`config.mk`:
```
export PLATFORM = sky130hd
export DESIGN_NAME = mem_port_arbiter
export DESIGN_NICKNAME = d
export VERILOG_FILES = /design/src/rtl/mem_arb_pkg.sv /design/src/rtl/arb_starve_ctr.sv /design/src/rtl/mem_port_arbiter.sv
export SDC_FILE = /design/constraint.sdc
export NUM_CORES = 1
export LEC_CHECK = 0
export ABC_CLOCK_PERIOD_IN_PS = 6000
export CORE_MARGIN = 10
export CORE_UTILIZATION = 44
export DETAILED_ROUTE_END_ITERATION = 7
export GPL_TIMING_DRIVEN = 0
export PLACE_DENSITY = 0.95
export SLEW_MARGIN = 15
export SYNTH_ARGS = -nofsm -noshare
export SYNTH_HDL_FRONTEND = slang
export SYNTH_SLANG_ARGS = --single-unit
```
`constraint.sdc`:
```
create_clock -name clk -period 6 [get_ports clk]
set_input_delay 0.9 -clock clk [delete_from_list [all_inputs] [get_ports clk]]
set_output_delay 0.9 -clock clk [all_outputs]
set_load 0.02 [all_outputs]
```
`src/rtl/mem_arb_pkg.sv`:
```
// Shared types and default widths for the memory-port arbiter slice.
// owner_e names which requester owns the read currently in flight.
package mem_arb_pkg;

    localparam int MEM_DATA_W = 16;
    localparam int MEM_ADDR_W = 16;

    typedef enum logic [1:0] {
        IDLE  = 2'd0,
        RD_IF = 2'd1,
        RD_D  = 2'd2
    } owner_e;

endpackage

```
`src/rtl/arb_starve_ctr.sv`:
```
// Saturating count of data grants taken while fetch is waiting.
// at_lim tells the arbiter to hand the next slot to fetch.
module arb_starve_ctr #(
    parameter int LIM = 4
) (
    input  logic clk,
    input  logic reset,
    input  logic inc,
    input  logic clr,
    output logic at_lim
);

    localparam logic [3:0] LIM_V = 4'(LIM);

    logic [3:0] cnt_q;
    logic [3:0] cnt_d;

    assign at_lim = (cnt_q == LIM_V);

    // Clear dominates so a fetch grant always restarts the window.
    always_comb begin
        cnt_d = cnt_q;
        if (clr) begin
            cnt_d = '0;
        end else if (inc && !at_lim) begin
            cnt_d = cnt_q + 4'd1;
        end
    end

    always_ff @(posedge clk or posedge reset) begin
        if (reset) begin
            cnt_q <= '0;
        end else begin
            cnt_q <= cnt_d;
        end
    end

endmodule

```
`src/rtl/mem_port_arbiter.sv`:
```
// Shares one synchronous memory port between instruction fetch and load/store,
// routing the next-cycle read data back to whichever requester issued the read.
module mem_port_arbiter
    import mem_arb_pkg::*;
#(
    parameter int DATA_W     = MEM_DATA_W,
    parameter int ADDR_W     = MEM_ADDR_W,
    parameter int STARVE_LIM = 4
) (
    input  logic              clk,
    input  logic              reset,
    input  logic              if_req,
    input  logic [ADDR_W-1:0] if_addr,
    output logic              if_gnt,
    output logic              if_rvalid,
    output logic [DATA_W-1:0] if_rdata,
    input  logic              d_req,
    input  logic              d_we,
    input  logic [ADDR_W-1:0] d_addr,
    input  logic [DATA_W-1:0] d_wdata,
    output logic              d_gnt,
    output logic              d_rvalid,
    output logic [DATA_W-1:0] d_rdata,
    output logic [ADDR_W-2:0] mem_addr,
    output logic              mem_wr,
    output logic [DATA_W-1:0] mem_wdata,
    input  logic [DATA_W-1:0] mem_rdata,
    output logic              mem_sel,
    output logic              stall,
    output owner_e            dbg_state
);

    // Handshake: a requester raises *_req with its payload stable; the payload is
    // consumed in the cycle *_gnt is high. Reads return with *_rvalid one cycle later.

    owner_e            state_q, state_d;
    logic [ADDR_W-2:0] mem_addr_q, mem_addr_d;
    logic [DATA_W-1:0] mem_wdata_q, mem_wdata_d;
    logic [DATA_W-1:0] if_rdata_q;
    logic [DATA_W-1:0] d_rdata_q;
    logic              at_lim;
    logic              arb_en;
    logic              unused_addr_lsb;

    assign unused_addr_lsb = &{1'b0, if_addr[0], d_addr[0]};

    // Grants are suppressed while reset is held so every output reads zero.
    assign arb_en = ~reset;
    assign d_gnt  = arb_en & d_req & ~(if_req & at_lim);
    assign if_gnt = arb_en & if_req & ~d_gnt;

    arb_starve_ctr #(
        .LIM (STARVE_LIM)
    ) u_starve (
        .clk    (clk),
        .reset  (reset),
        .inc    (d_gnt & if_req),
        .clr    (if_gnt | ~if_req),
        .at_lim (at_lim)
    );

    always_comb begin
        mem_addr_d  = mem_addr_q;
        mem_wdata_d = mem_wdata_q;
        if (d_gnt) begin
            mem_addr_d  = d_addr[ADDR_W-1:1];
            mem_wdata_d = d_wdata;
        end else if (if_gnt) begin
            mem_addr_d  = if_addr[ADDR_W-1:1];
        end
    end

    assign mem_addr  = mem_addr_d;
    assign mem_wdata = mem_wdata_d;
    assign mem_wr    = d_gnt & d_we;
    assign mem_sel   = d_gnt;
    assign stall     = arb_en & ((d_req & ~d_gnt) | (d_gnt & ~d_we));
    assign dbg_state = state_q;

    // Owner tracking depends only on this cycle's grant, so reads can issue back to back.
    always_comb begin
        state_d   = IDLE;
        if_rvalid = 1'b0;
        d_rvalid  = 1'b0;
        if_rdata  = if_rdata_q;
        d_rdata   = d_rdata_q;
        if (if_gnt) begin
            state_d = RD_IF;
        end else if (d_gnt && !d_we) begin
            state_d = RD_D;
        end
        case (state_q)
            RD_IF: begin
                if_rvalid = 1'b1;
                if_rdata  = mem_rdata;
            end
            RD_D: begin
                d_rvalid = 1'b1;
                d_rdata  = mem_rdata;
            end
            default: ;
        endcase
    end

    always_ff @(posedge clk or posedge reset) begin
        if (reset) begin
            state_q     <= IDLE;
            mem_addr_q  <= '0;
            mem_wdata_q <= '0;
            if_rdata_q  <= '0;
            d_rdata_q   <= '0;
        end else begin
            state_q     <= state_d;
            mem_addr_q  <= mem_addr_d;
            mem_wdata_q <= mem_wdata_d;
            if_rdata_q  <= if_rdata;
            d_rdata_q   <= d_rdata;
        end
    end

endmodule

```
==> run_results.csv <==
group,metric,value,unit
die,placementRows,29,
synth,synth_top_area_frac,0.5943,
place,place_congestion,0.8257,
pwr,power_frac_seq,0.381,
global_routing,grt_pass1_vias,2739,
worst_setup_path,arrival,3100,ps
place,place_ws,2023,ps
synth,ys_seq_elements,69,
timing,fmax,250.0,MHz
cts,cts_max_level,3,
timing,slew_headroom,0.5382,
final_layout,drive_above_1_share,0.2310,
pwr,cellInternalPower,1.052,mW
timing,hold_ws,497.4,ps
die,core,6386,um^2
cts,clk_pin_slew,70,ps
place,port_buffers,136,
final_layout,layout.area.seq,1727,um^2
cts,post_cts_buffers,0,
synth,yosysSeqAreaShare,0.5943,
pwr,share_comb_of_total_power,0.310,
worst_setup_path,critical_path_required,5100,ps
synth,synth_mux_area_frac,0.2067,
die,initial_utilization,0.4549,
final_layout,area_growth,59.43,%
worst_setup_path,cpLargestDelayFamily,"buffers and inverters",
global_routing,grt_pass1_wl,13900,um
final_layout,post-route-util,0.7253,
cts,postCtsHoldBufs,0,
synth,synth_compound_area_frac,0.08441,
cts,cts_buffers,9,
drt,drtIter0Drc,67,
outcome,status,"finished clean",
global_routing,gr-total-overflow,0,
drt,wl_met2,4388,um
worst_setup_path,crit_path_cell_trace,"clkdlybuf4s50_1 -> nand4b_4 -> nand2_8 -> inv_6 -> buf_6 -> a221o_1 -> clkdlybuf4s50_1",
synth,synth.area.top_cells,"dfrtp_1 59%, mux2_2 19%, a221o_1 3.1%",
die,die_w,101.3,um
synth,synth_edf_count,0,
drt,wire_per_inst,20.39,um
timing,period_needed,4000,ps
synth,synth-async-reset-ratio,1.000,
cts,cts_sinks,69,
drt,vias,2311,
place,dp_hpwl,6663,um
drt,antenna_left,0,
pwr,leakage,1.962,nW
worst_setup_path,slowest_stage,"clkdlybuf4s50_1",
drt,wl,8809,um
cts,clk_path_buf_depth,2,
synth,synth_cell_types,32,
synth,synth_top_family_by_area,"multiplexers",
pwr,powerDensity,316.8,nW/um^2
worst_setup_path,slowest_delay,600,ps
global_routing,grt_max_degree,54,
die,design.die.area,10250,um^2
drt,top_layer_used,"met4",
worst_setup_path,crit_buf_inv,4,
synth,syn_area,2905,um^2
synth,synth_top_area_cell,"dfrtp_1",
timing,fin_skew,7.041,ps
worst_setup_path,cp-start-kind,"input port",
hold_path,hold_class,"reg -> reg",
worst_setup_path,setup.worst_path.class,"in -> out",
final_layout,multiInputGateArea,1072,um^2
worst_setup_path,cpMostUsedCell,"clkdlybuf4s50_1",
synth,synthAdderAreaFrac,0.008613,
worst_setup_path,cp-end-kind,"output pin",
synth,synth_ff_type,"dfrtp_1",
timing,setup_tns,0,ps
worst_setup_path,cp_max_fo,11,
timing,hold_viol_final,0,
pwr,pwr-share-clk,0.309,
timing,rsz0062_at_grt,"no",
synth,synth-xor-area-share,0,
synth,synth-simple-area-share,0.06934,
synth,syn_avg_cell_area,14.38,um^2
final_layout,antenna_cells,0,
pwr,vdd_ir_drop_max,0.2291,mV
cts,clockRootBuffer,"clkbuf_8",
worst_setup_path,rrSetupSlack,4120,ps
place,dp_cells,416,
final_layout,final_cells,432,
cts,clk-insertion-delay-late,340,ps
run,maxCapViolCount,0,
final_layout,fill_cells,421,
global_routing,grt.total_usage,0.1719,
timing,setup_slack,2000,ps
global_routing,antenna_found_initial,0,
drt,wl_met1,3238,um
die,dieHeight,101.3,um
final_layout,layout.nets,421,
drt,routed_via_density,5.350,
timing,slew_violations,0,
pwr,p_sw,0.4156,mW
drt,wl_met3,1013,um
drt,drc,0,
pwr,switching_share,0.2832,
timing,finalCritPeriodShare,0.6667,
synth,yosys_warnings,0,
timing,tightestPinTransition,691.3,ps
die,ios,141,
cts,cts-resized-gates,0,
synth,syn_inst,202,
synth,syn_nets,273,
drt,drt-pass1-iter-count,5,
timing,finalSetupViolCount,0,
cts,cts_tree,"built",
[power groups by stage]
stage	Clock [mW]	Sequential, mW	Combinational, mW
after floorplan	0	0.560	0.229
after global placement	0	0.562	0.445
after detailed placement	0	0.570	0.458
after CTS	0.463	0.561	0.461
after global routing	0.480	0.566	0.484
final	0.453	0.559	0.455
[sequential cells by signal, indices dropped and copies added, names as in the netlist]
signal          cells
dbg_state           2
d_rdata_q          16
u_starve.cnt_q      4
if_rdata_q         16
mem_addr_q         15
mem_wdata_q        16
[worst paths after layout]
check                             startpoint                end  cells past startpoint
min reg2reg                    if_rdata_q[3]      if_rdata_q[3]                      1
max reg2reg                u_starve.cnt_q[0]     mem_addr_q[11]                      7
min in group asynchronous              reset      mem_addr_q[7]                      2
max                                   if_req       mem_addr[11]                      7
max in group asynchronous              reset  u_starve.cnt_q[0]                      3
min                            if_rdata_q[3]      if_rdata_q[3]                      1
[per-layer routing]
layer,global-route usage,up-vias
met4,0.07074,0
met3,0.08918,15
li1,-,1037
met5,0,-
met2,0.2886,106
met1,0.1771,1153
[cells by family after synthesis]
kind of cell | count (synthesis)
buf+inv | 17
simple gates | 28
mux | 54
compound gates | 32
fa+ha+maj | 2
flops | 69
[per-stage QoR]
stage | instance area (um^2) | power (mW)
3_5_place_dp | 4393 | 1.027
4_1_cts | 4632 | 1.485
3_3_place_gp | 4363 | 1.007
2_1_floorplan | 2905 | 0.7892
6_report | 4632 | 1.467
5_1_grt | 4632 | 1.529
[cells in the final DEF (no fill, tap or decap), types with 2 or more instances in the layout]
cell             Yosys  routed
ha_1                 2       2
a21oi_1              5       5
a22o_1               9       9
buf_4                2       2
nand3_1              8       8
inv_1                5       4
clkbuf_8             0       9
nand2b_1             3       3
nand4_1              2       2
dfrtp_1             69      69
bufinv_16            0       3
nand2_1              3       3
clkdlybuf4s50_1      0     136
mux2i_1              6       6
buf_6                3       3
buf_2                6       6
mux2_2              48      48
o21ai_0              6       6
a221o_1              9       9
[layout make-up]
| class | instances | share of cell area |
|---|---|---|
| buffer | 11 | 0.01702 |
| clock inverter | 6 | 0.02404 |
| timing repair buffer | 137 | 0.2998 |
| inverter | 6 | 0.006483 |
| sequential | 69 | 0.3728 |
| tap | 77 | 0.02080 |
| clock buffer | 10 | 0.02755 |
| multi-input combinational | 116 | 0.2315 |
[Yosys cell counts (all sizes together), types with 3 or more instances]
cell	instances
a21oi	5
a221o	9
a22o	9
buf	11
dfrtp	69
inv	6
mux2	48
mux2i	6
nand2	4
nand2b	3
nand3	8
o21ai	6
No activity file was read; power rests on OpenSTA's default activity.
